===== src/rtl/display_timings.sv =====
// display_timings: raster timing generator for the pixel pipeline.
// Produces signed screen coordinates (negative during blanking), sync
// pulses, data-enable and line/frame start strobes. Every output is a
// register loaded together with the counters, so the flags line up
// exactly with sx/sy.
// Optional build macro DISPLAY_TIMINGS_FRAME_CNT_EN adds a 16-bit
// frame counter output (frame_cnt) that advances on each frame strobe.
module display_timings #(
  parameter int CORDW  = 16,
  parameter int H_RES  = 640,
  parameter int H_FP   = 16,
  parameter int H_SYNC = 96,
  parameter int H_BP   = 48,
  parameter int V_RES  = 480,
  parameter int V_FP   = 10,
  parameter int V_SYNC = 2,
  parameter int V_BP   = 33,
  parameter bit H_POL  = 1'b0,
  parameter bit V_POL  = 1'b0
) (
  input  logic                    clk_pix,
  input  logic                    rst_n,
  input  logic                    ce,
  output logic signed [CORDW-1:0] sx,
  output logic signed [CORDW-1:0] sy,
  output logic                    hsync,
  output logic                    vsync,
  output logic                    de,
  output logic                    line,
  output logic                    frame
`ifdef DISPLAY_TIMINGS_FRAME_CNT_EN
  ,
  output logic [15:0]             frame_cnt
`endif
);

  // Window boundaries, worked out in int and narrowed once.
  localparam int H_STA_I  = -(H_FP + H_SYNC + H_BP);
  localparam int HS_STA_I = H_STA_I + H_FP;
  localparam int HS_END_I = HS_STA_I + H_SYNC;
  localparam int HA_END_I = H_RES - 1;
  localparam int V_STA_I  = -(V_FP + V_SYNC + V_BP);
  localparam int VS_STA_I = V_STA_I + V_FP;
  localparam int VS_END_I = VS_STA_I + V_SYNC;
  localparam int VA_END_I = V_RES - 1;

  localparam logic signed [CORDW-1:0] H_STA  = CORDW'(H_STA_I);
  localparam logic signed [CORDW-1:0] HS_STA = CORDW'(HS_STA_I);
  localparam logic signed [CORDW-1:0] HS_END = CORDW'(HS_END_I);
  localparam logic signed [CORDW-1:0] HA_END = CORDW'(HA_END_I);
  localparam logic signed [CORDW-1:0] V_STA  = CORDW'(V_STA_I);
  localparam logic signed [CORDW-1:0] VS_STA = CORDW'(VS_STA_I);
  localparam logic signed [CORDW-1:0] VS_END = CORDW'(VS_END_I);
  localparam logic signed [CORDW-1:0] VA_END = CORDW'(VA_END_I);
  localparam logic signed [CORDW-1:0] ZERO   = '0;
  localparam logic        [CORDW-1:0] ONE    = CORDW'(1);

  logic signed [CORDW-1:0] sx_q, sx_d;
  logic signed [CORDW-1:0] sy_q, sy_d;
  logic                    hs_q, hs_d;
  logic                    vs_q, vs_d;
  logic                    de_q, de_d;
  logic                    line_q, line_d;
  logic                    frame_q, frame_d;

  // Next counter values and flags decoded from those next values, so the
  // registered flags describe the coordinate loaded alongside them.
  always_comb begin
    sx_d    = sx_q;
    sy_d    = sy_q;
    hs_d    = hs_q;
    vs_d    = vs_q;
    de_d    = de_q;
    line_d  = 1'b0;
    frame_d = 1'b0;
    if (ce) begin
      if (sx_q == HA_END) begin
        sx_d = H_STA;
        sy_d = (sy_q == VA_END) ? V_STA : (sy_q + ONE);
      end else begin
        sx_d = sx_q + ONE;
      end
      hs_d    = (sx_d >= HS_STA && sx_d < HS_END) ? H_POL : ~H_POL;
      vs_d    = (sy_d >= VS_STA && sy_d < VS_END) ? V_POL : ~V_POL;
      de_d    = (sx_d >= ZERO && sx_d <= HA_END && sy_d >= ZERO && sy_d <= VA_END);
      line_d  = (sx_d == H_STA);
      frame_d = (sx_d == H_STA) && (sy_d == V_STA);
    end
  end

  // Counter and output registers; reset parks at the top-left blanking corner.
  always_ff @(posedge clk_pix) begin
    if (!rst_n) begin
      sx_q    <= H_STA;
      sy_q    <= V_STA;
      hs_q    <= ~H_POL;
      vs_q    <= ~V_POL;
      de_q    <= 1'b0;
      line_q  <= 1'b0;
      frame_q <= 1'b0;
    end else begin
      sx_q    <= sx_d;
      sy_q    <= sy_d;
      hs_q    <= hs_d;
      vs_q    <= vs_d;
      de_q    <= de_d;
      line_q  <= line_d;
      frame_q <= frame_d;
    end
  end

  assign sx    = sx_q;
  assign sy    = sy_q;
  assign hsync = hs_q;
  assign vsync = vs_q;
  assign de    = de_q;
  assign line  = line_q;
  assign frame = frame_q;

`ifdef DISPLAY_TIMINGS_FRAME_CNT_EN
  logic [15:0] fcnt_q;

  // Frame counter loads together with the frame strobe, so it already
  // shows the new count while frame is high.
  always_ff @(posedge clk_pix) begin
    if (!rst_n) begin
      fcnt_q <= 16'h0000;
    end else if (frame_d) begin
      fcnt_q <= fcnt_q + 16'h0001;
    end
  end

  assign frame_cnt = fcnt_q;
`endif

endmodule

===== config.mk =====
export PLATFORM = sky130hd
export DESIGN_NAME = display_timings
export DESIGN_NICKNAME = d
export VERILOG_FILES = /design/src/rtl/display_timings.sv
export SDC_FILE = /design/constraint.sdc
export NUM_CORES = 1
export LEC_CHECK = 0
export CORE_ASPECT_RATIO = 0.6
export CORE_MARGIN = 2
export CORE_UTILIZATION = 58
export DETAILED_ROUTE_END_ITERATION = 12
export GPL_ROUTABILITY_DRIVEN = 0
export PLACE_DENSITY = 0.85
export SLEW_MARGIN = 20
export SYNTH_ARGS = -nofsm -noshare
export SYNTH_HDL_FRONTEND = slang
export SYNTH_SLANG_ARGS = --single-unit

===== constraint.sdc =====
create_clock -name clk_pix -period 3.43 [get_ports clk_pix]
set_input_delay 0.8575 -clock clk_pix [delete_from_list [all_inputs] [get_ports clk_pix]]
set_output_delay 0.8575 -clock clk_pix [all_outputs]
set_load 0.03 [all_outputs]

Word-level counts from Yosys, hierarchy flattened:

Index checks and enable logic that the tools add are counted.

* multiplexer cells: 7
* reductions and logical operators: 7
* add/subtract/negate cells: 2
* order comparisons: 8
* equal/unequal tests: 4

Operators with widths (count)
* two-way mux 16 bit: 5
* adder 16 x 1 -> 16 bit (second input constant): 2
* greater-or-equal comparator 16 x 1 -> 1 bit (second input constant): 2
* less-than comparator 16 x 7 -> 1 bit (second input constant): 2
* == test 16 x 10 -> 1 bit (second input constant): 1
* == test 16 x 11 -> 1 bit (second input constant): 1
* == test 16 x 7 -> 1 bit (second input constant): 1
* == test 16 x 9 -> 1 bit (second input constant): 1
* greater-or-equal comparator 16 x 7 -> 1 bit (second input constant): 1
* greater-or-equal comparator 16 x 9 -> 1 bit (second input constant): 1
* <= comparator 16 x 10 -> 1 bit (second input constant): 1
* <= comparator 16 x 11 -> 1 bit (second input constant): 1
* logical AND 1 bit: 6
* two-way mux 1 bit: 2
* AND reduction 2 bit: 1

* flip-flop bits (word level): 37
* word-level logic and storage cells: 35

Depth between registers and ports, before layout:

* depth after elaboration: 7
* gate-level depth with buffers: 10
* depth with buffers taken out: 8

Worst setup path before layout:

No wires, ideal clock.

* path type: flip-flop to flip-flop
* start: reg sy_q[1], in the netlist sy[1]
* end: reg vs_q, in the netlist vsync
* stages on the path, launching flop included: 9
* arrival: 2.411 ns
* period minus slack after synthesis: 2.533 ns
* required time: 3.308 ns
* buffers on the path: 1
* path slack: 0.897 ns
* cells stage by stage: dfxtp_1 > ha_1 > nand3_1 > or3_1 > clkbuf_1 > o21ai_0 > a21oi_1 > nand4b_2 > o32a_1

* cells in the longest elaborated chain, start to end: 7
* elaborated cells on any way between the ends: 9
* those cells by class: add/sub (1); order compare (2); eq/ne (1); mux (4); reduce/logical (1)

RTL lines
* start: declaration: line 59 `logic signed [CORDW-1:0] sy_q, sy_d;`
* start signal: assignment: line 103 `sy_q <= sy_d;`
* adder 16 x 1 -> 16 bit or == test 16 x 10 -> 1 bit (tied branches): line 79 `sy_d = (sy_q == VA_END) ? V_STA : (sy_q + ONE);`
* two-way mux 16 bit: line 79
* two-way mux 16 bit (*): line 77 `if (sx_q == HA_END) begin`
* two-way mux 16 bit (*): line 76 `if (ce) begin`
* greater-or-equal comparator 16 x 7 -> 1 bit or less-than comparator 16 x 7 -> 1 bit (tied branches): line 84 `vs_d = (sy_d >= VS_STA && sy_d < VS_END) ? V_POL : ~V_POL;`
* logical AND 1 bit (*): line 84
* two-way mux 1 bit (*): line 84
* end signal: assignment: line 97 `vs_q <= ~V_POL;`
* end signal: assignment: line 105 `vs_q <= vs_d;`
* end: declaration: line 61 `logic vs_q, vs_d;`

Mark *: on every way between the ends. The rest lies on a longest branch, timed or not. The select of a mux whose other input is x is not followed.
A chain may end at the register's enable or synchronous reset.

Worst setup path in the final report:

* start: reg sx_q[0], in the netlist sx[0]
* end: reg frame_q, in the netlist frame

* cells in the longest elaborated chain, start to end: 5
* elaborated cells on any way between the ends: 9
* those cells by class: add/sub (1); eq/ne (3); mux (4); reduce/logical (1)

RTL lines
* start: declaration: line 58 `logic signed [CORDW-1:0] sx_q, sx_d;`
* start signal: assignment: line 94 `sx_q <= H_STA;`
* start signal: assignment: line 102 `sx_q <= sx_d;`
* adder 16 x 1 -> 16 bit or == test 16 x 11 -> 1 bit (tied branches): line 81, 77
* two-way mux 16 bit: line 77
* two-way mux 16 bit: line 76
* == test 16 x 9 -> 1 bit or == test 16 x 7 -> 1 bit (tied branches): line 87 `frame_d = (sx_d == H_STA) && (sy_d == V_STA);`
* logical AND 1 bit (*): line 87
* end signal: assignment: line 108 `frame_q <= frame_d;`
* end: declaration: line 64 `logic frame_q, frame_d;`

Marks and branches as above.

==> summary.md <==
| Metric | Value |
|---|---|
| Post-synth ARST share | `0%` |
| Top_reg_cell synth | `dfxtp_1` |
| Sink Count | `37` |
| Count leader, synth | `nand2_1` |
| Pre-CTS setup slack | `637 ps` |
| Post-Syn Area per Cell | `7.77 µm²` |
| Power per Cell Area | `266 mW/mm²` |
| Worst hold-check path type | `flip-flop to flip-flop` |
| Drt first pass iters | `5` |
| Initial Util | `59.1%` |
| Delay-heaviest family, CP | `simple AND/OR/NAND/NOR gates` |
| # setup viols final | `0` |
| Leakage | `1.20 nW` |
| Period utilisation layout | `85.7%` |
| Slew margin rel. | `68.0%` |
| Vias in the first global route | `2422` |
| Initial DRC Count | `353` |
| Worst Skew | `8.46 ps` |
| Die Y | `56.4 µm` |
| Post-Synthesis Net Count | `349` |
| Synth Instances | `342` |
| Post-CTS setup buffers | `0` |
| Fin. max-slew vios | `0` |
| Initial antenna violation count | `0` |
| Kind of critical path | `flip-flop to flip-flop` |
| Critical path's slowest cell | `dfxtp_1` |
| Required time worst endpoint | `3640 ps` |
| CP Data Arrival Time | `3140 ps` |
| EDFF count, synth | `0` |
| Yosys cell types | `66` |
| Die Area | `0.00515 mm²` |
| Die width | `91.4 µm` |
| Area contributors post-synth | `dfxtp_1, nand2_1, xnor2_1, o21ai_0, nand3_1` |
| Synthesized cell area | `0.00266 mm²` |
| Hold Buf Count CTS | `0` |
| CTS buffer count | `5` |
| Share of the synthesized area in the top cell type | `27.9%` |
| Register share of total power | `54.3%` |
| Post-layout min period | `2940 ps` |
| Row count | `19` |
| Clock Pin Slew Worst Setup and Hold Paths | `80 ps` |
| Switching Fraction | `26.6%` |
| Global Route Usage Sum | `28.7%` |
| Maximum VDD drop | `0.000180 V` |
| Critical path, cell by cell | `ha_1, and4_1, nand2_1, or2_1, and2_4, nor4_2, and3_1, nor4b_2` |
| Status | `finished clean` |
| Cell count along the critical path | `8` |
| DR DRC count | `0` |
| H-Tree Depth | `2` |
| NetSw | `0.217 mW` |
| Ratio of cells with drive above 1 in the final layout | `8.99%` |
| Post-route setup slack | `491 ps` |
| CTS Buffer Depth | `2` |
| Pin count of the biggest net entering global routing | `32` |
| Combinational share of power | `7.5%` |
| Final nets | `373` |
| Crit end category | `flip-flop` |
| Commonest cells in the netlist | `nand2_1, dfxtp_1, o21ai_0` |
| Setup TNS | `0 ps` |
| ANT nets after route | `0` |
| Area delta synth->final | `15.4%` |
| #FFs+latches synth | `37` |
| CTS root buffer | `clkbuf_8` |
| Worst Tran Pin Value | `479 ps` |
| Core area | `0.00449 mm²` |
| CTS tree | `built` |
| Routed vias/inst | `6.47` |
| Slowest stage delay, CP | `450 ps` |
| Cts repair resizes | `0` |
| Internal | `0.597 mW` |
| Port bufs | `39` |
| DR vias | `2780` |
| HPWL Detailed | `5.22 mm` |
| Final Hold Violating Endpoints | `0` |
| Crit start category | `flip-flop` |
| Ant. Diodes | `0` |
| Drt wl/cell | `16.9 µm` |
| R2r worst-path depth | `8` |
| Hold Crit Depth | `1` |
| GR Overflow Total | `0` |
| Wirelength, routed | `7.27 mm` |
| Largest fanout on the critical path | `9` |
| CP bufs+invs | `0` |
| Final core utilization | `68.2%` |
| Seq/Total Area, Yosys | `27.9%` |
| Top-level I/O count | `40` |
| Max Cap Viol | `0` |
| Post-synth top area cell | `dfxtp_1` |
| Worst skew pair latency | `300 ps` |
| Yosys warns | `0` |
| Clk network pwr share | `38.3%` |
| First-pass GRT wire length | `11.9 mm` |
| Smallest hold slack | `490 ps` |
| RSZ-0062 raised after global routing | `no` |
| Fmax | `340 MHz` |
## stage by stage
stage	std cells	area [µm²]	power (mW)
detailed placement	422	2980	0.511
finish	430	3070	0.814
global placement	422	2980	0.510
global route	430	3070	0.841
floorplan	342	2660	0.495
CTS	430	3070	0.815
## worst paths after layout
path	start	end	slack [ps]
worst max-delay path	sx[0]	frame	490
worst min-delay path	vsync	vsync	490
worst max register to register	sx[0]	frame	490
worst min register to register	vsync	vsync	490
## flip-flops by register name (all words and copies together), names as in the netlist
signal	flops
sx	16
line	1
frame	1
hsync	1
sy	16
de	1
vsync	1
## final cells by class
type	instances	area, µm²
Clock inverter	3	17.5
Tap cell	63	78.8
Timing Repair Buffer	45	435
Multi-Input combinational cell	270	1700
Inverter	7	26.3
Fill cell	347	1430
Clock buffer	5	68.8
Sequential cell	37	741
## power groups by stage
stage | Combinational, mW | Sequential, mW | Clock (mW)
floorplan | 0.0389 | 0.456 | 0
global placement | 0.0586 | 0.451 | 0
detailed placement | 0.0594 | 0.452 | 0
CTS | 0.0597 | 0.442 | 0.314
global route | 0.0650 | 0.443 | 0.333
finish | 0.0607 | 0.442 | 0.312
## cell usage in the layout, fill, tap and decap left out, types with 3 or more instances in the layout
master           synthesis  routed
xor2_1                   9       9
nor2_1                  18      18
and4_1                   6       6
a21oi_1                 16      16
nand2_1                 58      58
and3_1                   5       5
and2_1                   5       5
clkbuf_8                 2       5
clkdlybuf4s50_1          0      39
nor4_1                   6       6
nor2b_1                  3       3
buf_4                    3       6
nor3_1                  15      15
nand3_1                 18      18
inv_1                    7       7
ha_1                     4       4
o21ai_0                 20      20
dfxtp_1                 37      37
mux2i_1                  3       3
a31oi_1                  6       6
xnor2_1                 12      12
o31ai_1                  5       5
nand4_1                 13      13
or3_1                    3       3
## cell families (layout without fill, tap and decap cells)
| logic type | count (synthesis) | in the layout | share of synthesized area (%) |
|---|---|---|---|
| adders and majority gates | 4 | 4 | 1.88 |
| buffers and inverters | 35 | 60 | 8.20 |
| muxes | 3 | 3 | 1.13 |
| xor gates and xnor gates | 21 | 21 | 6.92 |
| and+or+nand+nor | 176 | 176 | 38.4 |
| DFF | 37 | 37 | 27.9 |
| AOI/OAI and AO/OA | 66 | 66 | 15.6 |
## layer usage
| metal | wire [µm] | global-route usage [%] | vias to the layer above |
|---|---|---|---|
| met1 | 3270 | 43.8 | 1271 |
| met3 | 925 | 6.98 | 16 |
| met4 | 99 | 7.36 | 0 |
| met2 | 2970 | 40.0 | 205 |
| met5 | 0 | 0 | - |
| li1 | - | - | 1288 |
Power figures use the tool's default switching activity.
==> variant, RTL diff (same settings) <==
The parameter `V_FP` goes from 10 to 5.
--- a/src/rtl/display_timings.sv
+++ b/src/rtl/display_timings.sv
@@ -12,7 +12,7 @@
   parameter int H_SYNC = 96,
   parameter int H_BP   = 48,
   parameter int V_RES  = 480,
-  parameter int V_FP   = 10,
+  parameter int V_FP   = 5,
   parameter int V_SYNC = 2,
   parameter int V_BP   = 33,
   parameter bit H_POL  = 1'b0,
Function: changed (a bounded check fails within 4 cycles, from zero or initial values and one cycle with rst_n low).
==> variant against the original RTL <==
- clock power grew 11%
- critical path type unchanged
- die area is 2.6% higher
- maximum frequency is 6.8% lower
- clock skew rose by 0.0017 ns
- highest routed layer unchanged
- via count increased by 8.9%
- power up 5.4%
- cell area increased by 5.2%
- sequential share of layout area shrank 1.2 points
- synthesized cell count up 11%
- routed wire length is 9.3% higher
- sequential cell count unchanged
- area after synthesis grew 2.8%
- setup slack lost 0.21 ns
- critical endpoint unchanged
==> variant: results (changes against the original RTL) <==
=================================================================================================
Final layout net count                                                                        410   +9.9%
First-pass iteration count of the detailed router                                               7   +2
Slew headroom                                                                               64.5%   -3.4 points
Worst hold path class                                                                flop to flop
Met3 usage                                                                                  8.72%   +1.7 points
Fraction of the mapped netlist area in adder cells                                          1.83%   -0.051 points
Number of I/O port buffers                                                                     39   unchanged
Number of setup buffers added after CTS                                                         0   unchanged
Total half-perimeter wirelength after legalization and detailed placement                 5660 µm   +8.3%
Total Wirelength                                                                          7940 µm   +9.3%
Count of antenna diodes in the layout                                                           0   unchanged
Yosys warnings                                                                                  0   unchanged
Proportion of register bits with asynchronous set or reset after synthesis                     0%   unchanged
Worst-path clk slew                                                                       0.08 ns   about the same
Placed cell count                                                                             459   +8.8%
Post-synth net total                                                                          387   +11%
Share of the synthesized netlist area taken by xor and xnor gates                           4.81%   -2.1 points
Worst endpoint data arrival time                                                          3.39 ns   +0.25 ns
Max Root-Sink Buffers                                                                           2   unchanged
Worst-Skew Late Latency                                                                   0.30 ns   about the same
Cell area reported after detailed placement                                              3120 µm²   +4.9%
VDD IR max                                                                                 202 µV   +12%
Vias in the first global route                                                               2670   +10%
Worst setup skew after layout                                                           0.0101 ns   +0.00168 ns
Hold bufs inserted after CTS                                                                    0   unchanged
Multiplexer share of the synthesized area                                                   1.88%   +0.75 points
Pin count of the biggest net entering global routing                                           35   +9.4%
Global-route track usage on met1                                                            47.7%   +4.0 points
Via density                                                                                  6.48   +0.29%
Top flip-flop cell by instance count after synthesis                                 sky130_fd_sc_hd__dfxtp_1
Share of layout cells above drive strength 1                                                6.44%   -2.6 points
Hold path startpoint                                                                 de$_SDFFE_PN0P_
Average wire length per cell after detail routing                                         17.0 µm   +0.60%
# fillers                                                                                     377   +8.6%
Sequential fraction of the synthesis area                                                   27.1%   -0.75 points
Worst setup path startpoint                                                          sx[1]$_SDFFE_PN0P_
Max Fanout on Critical Path                                                                    14   +5
Deepest level of the CTS H-tree                                                                 2   unchanged
Wire length of the first global-routing pass                                             13300 µm   +12%
Compound-cell area share of the yosys netlist                                               20.7%   +5.1 points
Initial antenna violation count                                                                 0   unchanged
Post-synthesis instance total                                                                 380   +11%
CTS root buf                                                                         sky130_fd_sc_hd__clkbuf_8
Number of distinct library cell variants in the gate-level netlist after synthesis             59   -11%
Global-route usage over all layers                                                          31.3%   +2.7 points
DRT antenna net count                                                                           0   unchanged
Static power due to leakage                                                               1.32 nW   +11%
Clock buffer count from CTS                                                                     5   unchanged
Detailed Route Iter0 Violations                                                               320   -9.3%
Largest cells by area after synthesis                                                sky130_fd_sc_hd__dfxtp_1, sky130_fd_sc_hd__nand2_1, sky130_fd_sc_hd__o21ai_0
Status                                                                               complete, no violations
Synth cell count leaders                                                             sky130_fd_sc_hd__nand2_1, sky130_fd_sc_hd__dfxtp_1, sky130_fd_sc_hd__o21ai_0
GR met2 Demand/Resource                                                                     44.5%   +4.5 points
Post-CTS Resized                                                                                0   unchanged
=================================================================================================
[variant: changes by cell type after synthesis, sizes merged, moves of 4 or more]
cell / change
o31ai: -4
nor3: -4
o21ai: +9
nor2: +6
clkbuf: +11
and3: +8
nand3: +7
buf: -7
xor2: -6
nand2b: +5
nand2: -4
[variant: metal layers]
layer,wire (µm),vias up
met5,0,-
met4,81,0
met3,1070,13
met2,3150,221
met1,3640,1363
li1,-,1431
[variant: final cells by class]
| type | count | area (µm²) | area share, % |
|---|---|---|---|
| clock buffer | 7 | 96.3 | 2.99 |
| clock inverter | 1 | 5.00 | 0.155 |
| inverter | 9 | 33.8 | 1.05 |
| multi-input combinational | 302 | 1810 | 56.2 |
| sequential | 37 | 741 | 23.0 |
| tap | 63 | 78.8 | 2.44 |
| timing repair buffer | 48 | 458 | 14.2 |
[variant: path summary, 6_finish.rpt]
check	to	slack (ns)	depth (start not counted)
worst min-delay path	de$_SDFFE_PN0P_	0.49	2
worst max register to register	frame$_SDFF_PN0_	0.28	8
worst min register to register	de$_SDFFE_PN0P_	0.49	2
worst max-delay path	frame$_SDFF_PN0_	0.28	8
[variant: stage by stage]
step | setup WS, ns | hold slack [ns] | total power, mW | utilization (%)
after floorplan | 0.522 | 0.594 | 0.493 | -
after global placement | 0.512 | 0.464 | 0.519 | 68.8
after detailed placement | 0.368 | 0.469 | 0.521 | 68.8
after CTS | 0.358 | 0.481 | 0.855 | 71.0
after global routing | 0.0462 | 0.504 | 0.886 | 71.0
final | 0.277 | 0.489 | 0.858 | 71.0
[variant: logic make-up (layout without fill, tap and decap cells)]
| kind of cell | count (synthesis) | count (layout) |
|---|---|---|
| multiplexers | 5 | 5 |
| buffers and inverters | 41 | 65 |
| XOR/XNOR | 15 | 15 |
| flip-flops | 37 | 37 |
| AND/OR/NAND/NOR | 189 | 189 |
| AO/OA/AOI/OAI | 89 | 89 |
| adder cells (fa/ha/maj) | 4 | 4 |
[variant: worst max-delay path, cell delays in order, from the launching register on]
cell	delay, ns
sky130_fd_sc_hd__dfxtp_1	0.47
sky130_fd_sc_hd__ha_1	0.30
sky130_fd_sc_hd__and3_1	0.38
sky130_fd_sc_hd__and2_0	0.38
sky130_fd_sc_hd__nand2_1	0.39
sky130_fd_sc_hd__o21ai_0	0.25
sky130_fd_sc_hd__or4b_4	0.54
sky130_fd_sc_hd__nor3_4	0.20
sky130_fd_sc_hd__and4_1	0.19
[variant: power by group]
group	total [mW]	internal [mW]	switching (mW)
combinational	0.0694	0.0269	0.0425
sequential	0.443	0.434	0.00863
clock	0.346	0.182	0.164
